**config.mk**
```make
export PLATFORM = sky130hd
export DESIGN_NAME = inst_fetch
export DESIGN_NICKNAME = d
export VERILOG_FILES = /design/src/rtl/inst_fetch_pkg.sv /design/src/rtl/inst_fetch_if_id_reg.sv /design/src/rtl/inst_fetch.sv
export SDC_FILE = /design/constraint.sdc
export NUM_CORES = 1
export LEC_CHECK = 0
export CAP_MARGIN = 20
export CORE_MARGIN = 2
export CORE_UTILIZATION = 46
export CTS_CLUSTER_SIZE = 12
export DETAILED_ROUTE_END_ITERATION = 7
export PLACE_DENSITY = 0.94
export SLEW_MARGIN = 40
export SYNTH_ARGS = -nofsm -noshare
export SYNTH_HDL_FRONTEND = slang
export SYNTH_SLANG_ARGS = --single-unit
```
**constraint.sdc**
```tcl
create_clock -name clk -period 3.51 [get_ports clk]
set_input_delay 0.5265 -clock clk [delete_from_list [all_inputs] [get_ports clk]]
set_output_delay 0.5265 -clock clk [all_outputs]
set_load 0.1 [all_outputs]
```
**src/rtl/inst_fetch_pkg.sv**
```systemverilog
// Shared CPU constants and types for the fetch stage.
package cpu_defs;
   localparam int          DATA_W           = 32;
   localparam logic [31:0] RESET_PC_DEFAULT = 32'h0000_0000;
   localparam logic [31:0] NOP_INST         = 32'h0000_0000;
   localparam logic [31:0] PC_INC           = 32'd4;

   typedef logic [DATA_W-1:0] word_t;

   function automatic word_t pc_plus_inc(input word_t pc);
      return pc + PC_INC;
   endfunction
endpackage

```
**src/rtl/inst_fetch_if_id_reg.sv**
```systemverilog
// IF/ID pipeline register: flush beats hold, hold freezes all fields.
module if_id_reg
   import cpu_defs::*;
(
   input  logic        clk,
   input  logic        rst_n,
   input  logic        hold,
   input  logic        flush,
   input  logic [31:0] cap_pc,
   input  logic [31:0] cap_inst,
   input  logic        cap_adel,
   output logic [31:0] id_pc,
   output logic [31:0] id_inst,
   output logic        id_valid,
   output logic        id_adel
);
   logic [31:0] pc_q;
   logic [31:0] inst_q;
   logic        valid_q;
   logic        adel_q;

   always_ff @(posedge clk or negedge rst_n) begin
      if (!rst_n) begin
         pc_q    <= '0;
         inst_q  <= NOP_INST;
         valid_q <= 1'b0;
         adel_q  <= 1'b0;
      end else if (flush) begin
         pc_q    <= '0;
         inst_q  <= NOP_INST;
         valid_q <= 1'b0;
         adel_q  <= 1'b0;
      end else if (!hold) begin
         pc_q    <= cap_pc;
         inst_q  <= cap_inst;
         valid_q <= 1'b1;
         adel_q  <= cap_adel;
      end
   end

   assign id_pc    = pc_q;
   assign id_inst  = inst_q;
   assign id_valid = valid_q;
   assign id_adel  = adel_q;
endmodule

```
**src/rtl/inst_fetch.sv**
```systemverilog
// Instruction fetch: PC, memory enable and next-PC select feeding IF/ID.
// Optional FETCH_ALIGN_CHECK_EN suppresses misaligned fetches and flags id_adel.
module inst_fetch
   import cpu_defs::*;
#(
   parameter logic [31:0] RESET_PC = RESET_PC_DEFAULT
)
(
   input  logic        clk,
   input  logic        rst_n,
   input  logic        stall,
   input  logic        branch_en,
   input  logic [31:0] branch_target,
   input  logic        exc_en,
   input  logic [31:0] exc_pc,
   output logic        inst_ce,
   output logic [31:0] inst_addr,
   input  logic [31:0] inst_data,
   output logic [31:0] id_pc,
   output logic [31:0] id_inst,
   output logic        id_valid,
   output logic        id_adel
);
   logic [31:0] pc_q;
   logic [31:0] pc_d;
   logic        ce_q;
   logic [31:0] cap_inst;
   logic        cap_adel;

   // ce rises on the first active edge with pc untouched, so RESET_PC is fetched first.
   always_ff @(posedge clk or negedge rst_n) begin
      if (!rst_n) begin
         pc_q <= RESET_PC;
         ce_q <= 1'b0;
      end else begin
         pc_q <= pc_d;
         ce_q <= 1'b1;
      end
   end

   always_comb begin
      pc_d = pc_q;
      if (ce_q) begin
         if (exc_en)         pc_d = exc_pc;
         else if (stall)     pc_d = pc_q;
         else if (branch_en) pc_d = branch_target;
         else                pc_d = pc_plus_inc(pc_q);
      end
   end

`ifdef FETCH_ALIGN_CHECK_EN
   logic misaligned;
   assign misaligned = ce_q && (pc_q[1:0] != 2'b00);
   assign inst_ce    = ce_q && !misaligned;
   assign cap_inst   = misaligned ? NOP_INST : inst_data;
   assign cap_adel   = misaligned;
`else
   assign inst_ce    = ce_q;
   assign cap_inst   = inst_data;
   assign cap_adel   = 1'b0;
`endif

   assign inst_addr = pc_q;

   if_id_reg u_if_id (
      .clk      (clk),
      .rst_n    (rst_n),
      .hold     (stall),
      .flush    (!ce_q || exc_en),
      .cap_pc   (pc_q),
      .cap_inst (cap_inst),
      .cap_adel (cap_adel),
      .id_pc    (id_pc),
      .id_inst  (id_inst),
      .id_valid (id_valid),
      .id_adel  (id_adel)
   );
endmodule

```
After elaboration in Yosys (flattened, before gate mapping)
Index checks and enable logic that the tools add are counted.

storage, ports and cells
  input bits = 101
  bits in registers = 99
  word-level logic and storage cells = 23

operators by class
  mux-type cells = 11
  reductions and logical operators = 3
  eq/ne operators = 2
  add/subtract/negate cells = 1

operators by type and width
  cell                                                    count
  two-way mux 32 bit                                      7
  adder 32 x 3 -> 32 bit (second input constant)          1
  two-way mux 1 bit                                       4
  inequality test 2 x 1 -> 1 bit (second input constant)  2
  AND reduction 2 bit                                     1
  logical NOT 1 bit                                       1
  logical OR 1 bit                                        1

Logic depth before layout (Yosys ltp)
Gate-level depths: netlist of the first run.

  word-level depth = 4
  gate-level depth with buffers = 7
  gate-level depth less buffers = 5

Cells and area by module
A second synthesis of the first run with hierarchy kept.

second synthesis, totals
  cells, all modules = 526
  area total of the unflattened synthesis = 5247.5 um^2

modules (own cells, without submodules)
  module      instances  area each (um^2)  sequential area each (um^2)  cells each
  if_id_reg   1          2710.1            1651.6                       213
  inst_fetch  1          2537.4            825.8                        313

Least setup slack after synthesis of the first run
No wires, ideal clock.

  path kind = reg-to-reg
  start = register pc_q[20] (netlist: inst_addr[20])
  end = register pc_q[31] (netlist: inst_addr[31])
  required time = 3.439 ns
  path buffers = 1
  slack = 0.973 ns
  period minus slack after synthesis = 2.537 ns
  arrival time = 2.466 ns
  stages on the path, launching flop included = 6
  path through = dfrtp_1 > buf_4 > nand4_2 > or4_4 > or4b_1 > nand3_1

between the ends
  cells in the longest elaborated chain, start to end = 4

RTL lines
  item                    RTL line              text
  start, declared         inst_fetch.sv:24      logic [31:0] pc_q;
  start signal, assigned  inst_fetch.sv:36      pc_q <= pc_d;
  adder 32 x 3 -> 32 bit  inst_fetch_pkg.sv:11  return pc + PC_INC;
  two-way mux 32 bit      inst_fetch.sv:46      else if (branch_en) pc_d = branch_target;
  two-way mux 32 bit      inst_fetch.sv:45      else if (stall) pc_d = pc_q;
  two-way mux 32 bit      inst_fetch.sv:44      if (exc_en) pc_d = exc_pc;

No other way between the ends. The select of a mux whose other input is x is not followed.
A chain may end at the register's enable or synchronous reset.

Worst setup path after layout of the first run
  start = input port exc_en
  end = register u_if_id.inst_q[10] (netlist: u_if_id.id_inst[10])

between the ends
  cells in the longest elaborated chain, start to end = 2

RTL lines
  item                                                                                          RTL line                    text
  start, declared                                                                               inst_fetch.sv:14            input logic exc_en,
  logical OR 1 bit *                                                                            inst_fetch.sv:69            .flush (!ce_q || exc_en),
  inequality test 2 x 1 -> 1 bit (no source line) / two-way mux 32 bit (equally long branches)  -
  end signal, assigned                                                                          inst_fetch_if_id_reg.sv:35  inst_q <= cap_inst;
  end, declared                                                                                 inst_fetch_if_id_reg.sv:18  logic [31:0] inst_q;

Mark *: on every way between the ends. The rest lies on a longest branch, timed or not.

==> results of run 1 <==
==> sequential cells by signal (all words and copies together) (netlist names) <==
register          flops
u_if_id.id_inst      32
inst_addr            32
u_if_id.id_valid      1
inst_ce               1
u_if_id.id_pc        32
==> power by group through the flow <==
stage | Sequential (mW) | Clock [mW] | Combinational [mW]
final | 1.39 | 0.690 | 1.34
after global routing | 1.41 | 0.738 | 1.39
after CTS | 1.39 | 0.696 | 1.34
after detailed placement | 1.41 | 0 | 1.34
after global placement | 1.41 | 0 | 1.42
after floorplan | 2.12 | 0 | 0.263
==> layer usage <==
metal / up-vias / part of all wire [%]
li1: 2154 / -
met1: 2384 / 42
met2: 256 / 49
met3: 35 / 7.2
met4: 0 / 2.4
met5: - / 0
==> critical path: stages <==
cell and delay, ns:
clkdlybuf4s50_1 0.76, nand2b_1 0.31, nand2_1 0.38, nor2_4 0.19
buf_4 0.43, a22o_1 0.21
==> path summary, 6_finish.rpt <==
kind / startpoint / to / slack, ns / cells after the start
setup / recovery: exc_en / u_if_id.id_inst[10] / 0.97 / 6
hold / removal: rst_n / u_if_id.id_inst[22] / 0.12 / 1
setup reg to reg: inst_addr[2] / inst_addr[26] / 1.40 / 5
hold reg to reg: u_if_id.id_valid / u_if_id.id_valid / 0.48 / 1
max in group asynchronous: rst_n / inst_addr[25] / 2.78 / 2
min in group clk: u_if_id.id_valid / u_if_id.id_valid / 0.48 / 1
==> stage by stage <==
| step | util [%] | hold slack, ns | total power, mW |
|---|---|---|---|
| 2_1_floorplan | - | 0.2309 | 2.381 |
| 3_3_place_gp | 67.65 | 0.4622 | 2.828 |
| 3_5_place_dp | 62.91 | 0.4614 | 2.749 |
| 4_1_cts | 64.69 | 0.2568 | 3.426 |
| 5_1_grt | 64.73 | 0.1535 | 3.541 |
| 6_report | 64.73 | 0.1190 | 3.421 |
==> kinds of logic (layout without fill, tap and decap cells) <==
kind of cell             Yosys count  count (layout)  share of synthesized area, %
AO/OA/AOI/OAI                    170             170                         27.51
adder cells (fa/ha/maj)            1               1                        0.2619
AND/OR/NAND/NOR                  137             137                         15.33
flip-flops                        98              98                         51.35
other                              2               2                        0.1573
multiplexers                       7               7                         1.493
buffers and inverters             45             230                         3.904
==> cell usage in the layout (no fill, tap or decap), types with 3 or more instances in the layout <==
cell / n
clkdlybuf4s50_1: 99
dfrtp_1: 98
buf_2: 97
a22o_1: 82
nand2_1: 34
o21ai_0: 31
nor2_1: 18
nand4_1: 17
nand3_1: 13
buf_4: 12
clkbuf_8: 11
a22oi_1: 9
nor3_1: 9
a21oi_1: 7
mux2i_1: 6
nor4_1: 6
o311ai_0: 6
o2bb2ai_1: 6
and4_1: 5
and3_1: 5
o211ai_1: 5
or4_1: 5
a31oi_1: 5
or3_1: 4
a222oi_1: 4
inv_1: 3
nand2b_1: 3
and2_1: 3
==> layout make-up <==
| type | instances | share of cell area [%] |
|---|---|---|
| well taps | 136 | 2.581 |
| repair buffers | 211 | 24.54 |
| clock inverters | 4 | 0.3986 |
| flip-flops and latches | 98 | 37.20 |
| inverters | 3 | 0.1708 |
| clock buffers | 12 | 2.353 |
| multi-input cells | 317 | 32.76 |
==> impl_metrics.toml, run 1 <==
[run_status]
status = "finished clean"

[timing]
finClkSkew_ns = 0.01389
final.setup.tns_ns = 0
min_period_ns = 2.541
period_share_pct = 72.39
max_slew_margin_pct = 55.23
drv_slew = 0
setup_ws_ns = 0.9689
clock.fmax_ghz = 0.3935
hold_viol_final = 0
rsz0062_at_grt = "no"
setup_viol_count_final = 0
worst_slew_pin_slew_ns = 0.6654

[synthesis]
synthArstFlopShare_pct = 100.0
ys_warn_count = 0
syn_area_mm2 = 0.004776
synth_cell_type_count = 52
synth.most_common_cell = "dfrtp_1"
yosysTopAreaCell = "dfrtp_1"
synth_commonest_cells = "dfrtp_1 (98), a22o_1 (82), nand2_1 (34), o21ai_0 (31), clkbuf_1 (25)"
syn_nets = 562
ys_top_cells_by_area = "dfrtp_1 (51%), a22o_1 (15%), o21ai_0 (3.2%), nand2_1 (2.7%), nand4_1 (2.2%)"
syn-mean-instance-area_um2 = 10.38
yosysSeqAreaShare_pct = 51.35
synthCells = 460
ys.flop_type = "dfrtp_1"
synth_edf_count = 0
synth_top_area_share_pct = 51.35
synth-seq-cells = 98

[clock_network]
tritoncts = "done"
worstSkewPairLatency_ns = 0.37
cts_sinks = 98
cts.repair.resized = 0
htree_levels = 3
cts-root-to-sink-buffers = 2
cts_buffers = 9
postCtsSetupBuffers = 0
cts-root-buf = "clkbuf_8"
hold_buffers = 0
clk_pin_slew_ns = 0.09

[final_layout]
drive_above_1_share_pct = 21.40
multi_input_area_mm2 = 0.002160
seq_area_mm2 = 0.002452
area_growth_pct = 38.04
fin_nets = 742
stdcell_area_mm2 = 0.006593
fillers = 833
antenna_cells = 0
final_cells = 781

[global_route]
grt_use_total_pct = 27.56
first_global_vias = 4737
grt_use_met3_pct = 3.556
grt_overflow = 0
grt_use_met2_pct = 44.88
grt_pass1_wl_um = 24500
antenna_found_initial = 0
grt_use_met1_pct = 37.75
top_usage_layer = "met2"
grt_max_degree = 60

[placement]
gp_congestion = 0.9258
port_buffers = 198
place_ws_ns = 0.6336
hpwlAfterDp_um = 11040
placed_cells = 765
place_area_mm2 = 0.006407

[floorplanning]
io_pins = 200
core_area_mm2 = 0.01018
die_w_um = 105.9
num_rows = 37
start_util_pct = 46.89
dieArea_mm2 = 0.01121
die_h_um = 105.9

[critical_path]
arrival_ns = 2.84
cp.required_ns = 3.81
critPathCaptureType = "register"
cp_max_fo = 46
start_kind = "primary input"
crit_type = "primary input to register"

[power_and_ir_drop]
p_seq_share_pct = 40.7
power_density_mw_per_mm2 = 518.9
netSwitchingPower_mw = 1.592
pwr-share-clk_pct = 20.2
vdd_drop_max_uv = 346.9
power_leakage_nw = 3.056
comb_power_share_pct = 39.1
intPower_mw = 1.829
swShare_pct = 46.55

[route]
vias_per_cell = 6.183
routed-via-count = 4829
drt_first_iter_violations = 384
avgRoutedWirePerCell_um = 19.59
routed_wirelength_um = 15300
drc = 0
drt_first_pass_iters = 5
ant_nets = 0

[min_path]
hold_path.class = "primary input to asynchronous set/reset pin"

[flow_run]
drv_cap = 0
(Power assumes the default switching activity.)
==> run 2, diff against run 1 <==
CORE_UTILIZATION = 43   (was 46)
PLACE_DENSITY = 0.9   (was 0.94)
clock period = 2.55 ns   (was 3.51 ns; I/O delays follow)
==> impl_metrics.toml, run 2 (synthesized netlist as in run 1, its figures left out) <==
[run_status]
status = "finished clean"

[timing]
period_share_pct = 85.97
clock.fmax_ghz = 0.4562
drv_slew = 0
max_slew_margin_pct = 57.08
min_period_ns = 2.192
setup_viol_count_final = 0
final.setup.tns_ns = 0
finClkSkew_ns = 0.01090
worst_slew_pin_slew_ns = 0.6403
hold_viol_final = 0
rsz0062_at_grt = "no"

[clock_network]
cts-root-buf = "clkbuf_8"
cts-root-to-sink-buffers = 2
cts_sinks = 98
worstSkewPairLatency_ns = 0.37
cts_buffers = 9
htree_levels = 3
clk_pin_slew_ns = 0.09
tritoncts = "done"

[route]
vias_per_cell = 6.004
routed-via-count = 4773
drt_first_iter_violations = 419
drc = 0
avgRoutedWirePerCell_um = 19.69
ant_nets = 0
drt_first_pass_iters = 5
routed_wirelength_um = 15660

[floorplanning]
die_h_um = 109.4
dieArea_mm2 = 0.01197
start_util_pct = 44.06
die_w_um = 109.4
core_area_mm2 = 0.01084
io_pins = 200
num_rows = 38

[global_route]
grt_use_total_pct = 26.47
grt_max_degree = 66
grt_pass1_wl_um = 24430
antenna_found_initial = 0
grt_overflow = 0
first_global_vias = 4723

[critical_path]
arrival_ns = 2.44
reg2reg_slack_ns = 0.36
slowest_delay_ns = 0.56
regToRegStartpoint = "inst_addr[6]"
slowest_stage = "dfrtp_1"
cp.required_ns = 2.80
worstRegToRegCells = 4
cp_num_buf_inv = 0
critPathCaptureType = "register"
start_kind = "register"
path_cells = "and4_1 -> nand3_2 -> o311a_1 -> a311o_1"
cp_max_fo = 10
critPathTopFamily = "simple AND/OR/NAND/NOR gates"
crit_type = "register to register"
reg2reg_to = "inst_addr[26]"

[final_layout]
multi_input_area_mm2 = 0.002157
layout_commonest_cell = "buf_4"
seq_area_mm2 = 0.002452
fillers = 892
antenna_cells = 0
final_cell_mix = "buf_4 (117), clkdlybuf4s50_1 (99), dfrtp_1 (98), a22o_1 (82), nand2_1 (34)"
area_growth_pct = 46.87
stdcell_area_mm2 = 0.007014
drive_above_1_share_pct = 22.29
fin_nets = 752

[min_path]
hold_path.class = "primary input to asynchronous set/reset pin"

[flow_run]
drv_cap = 0

[placement]
port_buffers = 198
gp_congestion = 0.8711
hpwlAfterDp_um = 11460
place_area_mm2 = 0.006740

[power_and_ir_drop]
power_leakage_nw = 3.168
vdd_drop_max_uv = 408.2
power_density_mw_per_mm2 = 736.5
==> run 2: cell count changes in the layout (fill, tap and decap cells not counted), moves of 2 or more <==
cell       previous run  this run
buf_4                12       117
clkinv_2              2         0
clkbuf_8             11         9
bufinv_16             0         4
buf_2                97         0
==> run 2: report_power, final <==
group | internal (mW) | leakage (nW) | switching (mW)
Sequential | 1.69 | 1.28 | 0.227
Combinational | 0.511 | 1.76 | 1.43
Clock | 0.755 | 0.127 | 0.546
==> run 2: repair_timing <==
action	4_1_cts	5_1_grt
hold buffers	1	0
endpoints found under the hold margin	30	0
gates resized for setup	0	0
buffers inserted	0	0
==> run 2: cell type report <==
cell class              count  area share, %
inverters                   3         0.1605
clock buffers              10          1.819
clock inverters             6          1.944
multi-input cells         317          30.75
repair buffers            221          27.86
flip-flops and latches     98          34.96
well taps                 140          2.497
==> run 2: how the worst max path moves through the flow <==
stage / endpoint / from / slack, ns / cells after the start
floorplan: inst_addr[31] / inst_addr[20] / 0.01 / 5
global placement: inst_addr[19] / exc_en / 0.19 / 6
detailed placement: inst_addr[19] / exc_en / 0.22 / 6
CTS: inst_addr[26] / inst_addr[2] / 0.40 / 5
global route: inst_addr[14] / inst_addr[2] / 0.28 / 5
finish: inst_addr[26] / inst_addr[6] / 0.36 / 4
==> run 2: routing by layer <==
metal / routed length (um) / track usage (%) / vias up / part of all wire, %
li1: - / - / 2177 / -
met1: 6682 / 35.60 / 2367 / 43
met2: 7688 / 43.43 / 214 / 49
met3: 1078 / 4.149 / 15 / 6.9
met4: 208 / 9.313 / 0 / 1.3
met5: 0 / 0 / - / 0
==> run 2: stage by stage <==
| stage | hold slack [ns] | utilization (%) | power, mW | setup slack (ns) | cells |
|---|---|---|---|---|---|
| finish | 0.5003 | 64.70 | 5.166 | 0.3578 | 795 |
| detailed placement | 0.3519 | 62.18 | 3.892 | 0.2191 | 778 |
| floorplan | 0.08691 | - | 3.277 | 0.01336 | 460 |
| CTS | 0.5036 | 64.70 | 5.194 | 0.4011 | 795 |
| global placement | 0.3409 | 62.04 | 3.865 | 0.1892 | 777 |
| global route | 0.5325 | 64.70 | 5.381 | 0.2796 | 795 |
==> run 3, diff against run 2 <==
GPL_TIMING_DRIVEN = 0   (was not set)
==> impl_metrics.toml, run 3 (synthesized netlist as in run 1, its figures left out) <==
[run_status]
status = "finished clean"

[placement]
placed_cells = 799
place_ws_ns = -0.3187
hpwlAfterDp_um = 12490
port_buffers = 198
place_area_mm2 = 0.006475
gp_congestion = 0.8947

[floorplanning]
dieArea_mm2 = 0.01197
die_w_um = 109.4
core_area_mm2 = 0.01084
die_h_um = 109.4
io_pins = 200
start_util_pct = 44.06
num_rows = 38

[route]
ant_nets = 0
drc = 0
drt_first_pass_iters = 6
routed_wirelength_um = 17060
routed-via-count = 4917
drt_first_iter_violations = 395
vias_per_cell = 6.026
avgRoutedWirePerCell_um = 20.90

[timing]
max_slew_margin_pct = 53.49
finClkSkew_ns = 0.01103
setup_ws_ns = 0.1562
final.setup.tns_ns = 0
period_share_pct = 93.88
clock.fmax_ghz = 0.4177
min_period_ns = 2.394
worst_slew_pin_slew_ns = 0.6976
timing.hold.ws_ns = 0.4858
setup_viol_count_final = 0
drv_slew = 0
hold_viol_final = 0
rsz0062_at_grt = "no"

[power_and_ir_drop]
power_leakage_nw = 3.107
power_density_mw_per_mm2 = 737.6
vdd_drop_max_uv = 422.0
intPower_mw = 2.682
swShare_pct = 45.83
pwr-share-clk_pct = 23.3
comb_power_share_pct = 38.6
finalPower_mw = 4.951
p_seq_share_pct = 38.1
netSwitchingPower_mw = 2.269

[global_route]
antenna_found_initial = 0
first_global_vias = 4784
grt_max_degree = 53
grt_pass1_wl_um = 25710
grt_overflow = 0
grt_use_total_pct = 28.34

[clock_network]
postCtsSetupBuffers = 0
worstSkewPairLatency_ns = 0.37
tritoncts = "done"
cts_buffers = 9
cts-root-to-sink-buffers = 2
htree_levels = 3
clk_pin_slew_ns = 0.10
cts_sinks = 98
cts-root-buf = "clkbuf_8"

[critical_path]
reg2reg_slack_ns = 0.33
path_cells = "clkdlybuf4s50_1 -> clkbuf_1 -> clkbuf_1 -> a22oi_1 -> o41ai_1 -> a22o_1"
slowest_stage = "clkbuf_1"
worstRegToRegCells = 5
crit_path_frequent_cell = "clkbuf_1"
regToRegStartpoint = "inst_addr[2]"
start_kind = "primary input"
crit_type = "primary input to register"
arrival_ns = 2.70
critPathCaptureType = "register"
reg2reg_to = "inst_addr[26]"
cp_max_fo = 10
cp.required_ns = 2.86
slowest_delay_ns = 0.60

[min_path]
hold_path.class = "register to register"
hp-start = "u_if_id.id_valid"
whs_path_depth = 1
hold_end = "u_if_id.id_valid"

[final_layout]
drive_above_1_share_pct = 19.82
fin_nets = 773
postLayoutCoreUtil_pct = 61.91
layout_commonest_cell = "buf_2"
area_growth_pct = 40.53
antenna_cells = 0
final_cells = 816
final_cell_mix = "buf_2 (106), clkdlybuf4s50_1 (99), dfrtp_1 (98), a22o_1 (82), nand2_1 (34)"
stdcell_area_mm2 = 0.006711

[flow_run]
drv_cap = 0
run 3: cell types whose count changed in the layout (fill, tap and decap cells not counted), sizes merged:
cell / before / now
bufinv: 4 / 2
clkinv: 0 / 1
clkinvlp: 1 / 2
clkbuf: 10 / 35
buf: 121 / 116
inv: 4 / 5
run 3: critical path: cells and delay by family:
family | cells | cell delay (ns)
buffers and inverters | 3 | 1.73
AO/OA/AOI/OAI | 3 | 0.58
run 3: worst max path at each step:
| stage | start | to | slack [ns] | depth (start not counted) |
|---|---|---|---|---|
| 2_1_floorplan | inst_addr[20] | inst_addr[31] | 0.01 | 5 |
| 3_3_place_gp | rst_n | u_if_id.id_inst[29] | -2.48 | 1 |
| 3_5_place_dp | exc_en | inst_addr[9] | -0.32 | 7 |
| 4_1_cts | exc_en | inst_addr[9] | 0.08 | 7 |
| 5_1_grt | exc_en | u_if_id.id_pc[11] | 0.009 | 7 |
| 6_report | exc_en | inst_addr[16] | 0.16 | 6 |
run 3: cell type report:
type,instances,area (um2)
fill,946,4129
sequential,98,2452
multi-input combinational,317,2137
timing repair buffer,200,1534
buffer,42,177.7
tap,140,175.2
clock buffer,9,123.9
clock inverter,7,100.1
inverter,3,11.26
run 3: timing repair:
item,in CTS,in global routing
hold endpoints to repair,46,0
setup endpoints to repair,0,12
resized for setup,0,3
hold buffers,1,0
run 3: per-layer routing:
metal	GRT usage (%)	vias to the layer above	wire [um]
met4	9.132	0	323
met2	46.21	261	8260
li1	-	2224	-
met5	0	-	0
met1	37.24	2399	7049
met3	6.817	33	1424
run 3: power by group through the flow:
stage	Sequential, mW	Clock, mW	Combinational, mW
floorplan	2.92	0	0.362
global placement	1.91	0	2.01
detailed placement	1.91	0	1.90
CTS	1.88	1.16	1.91
global route	1.91	1.23	1.98
finish	1.89	1.15	1.91
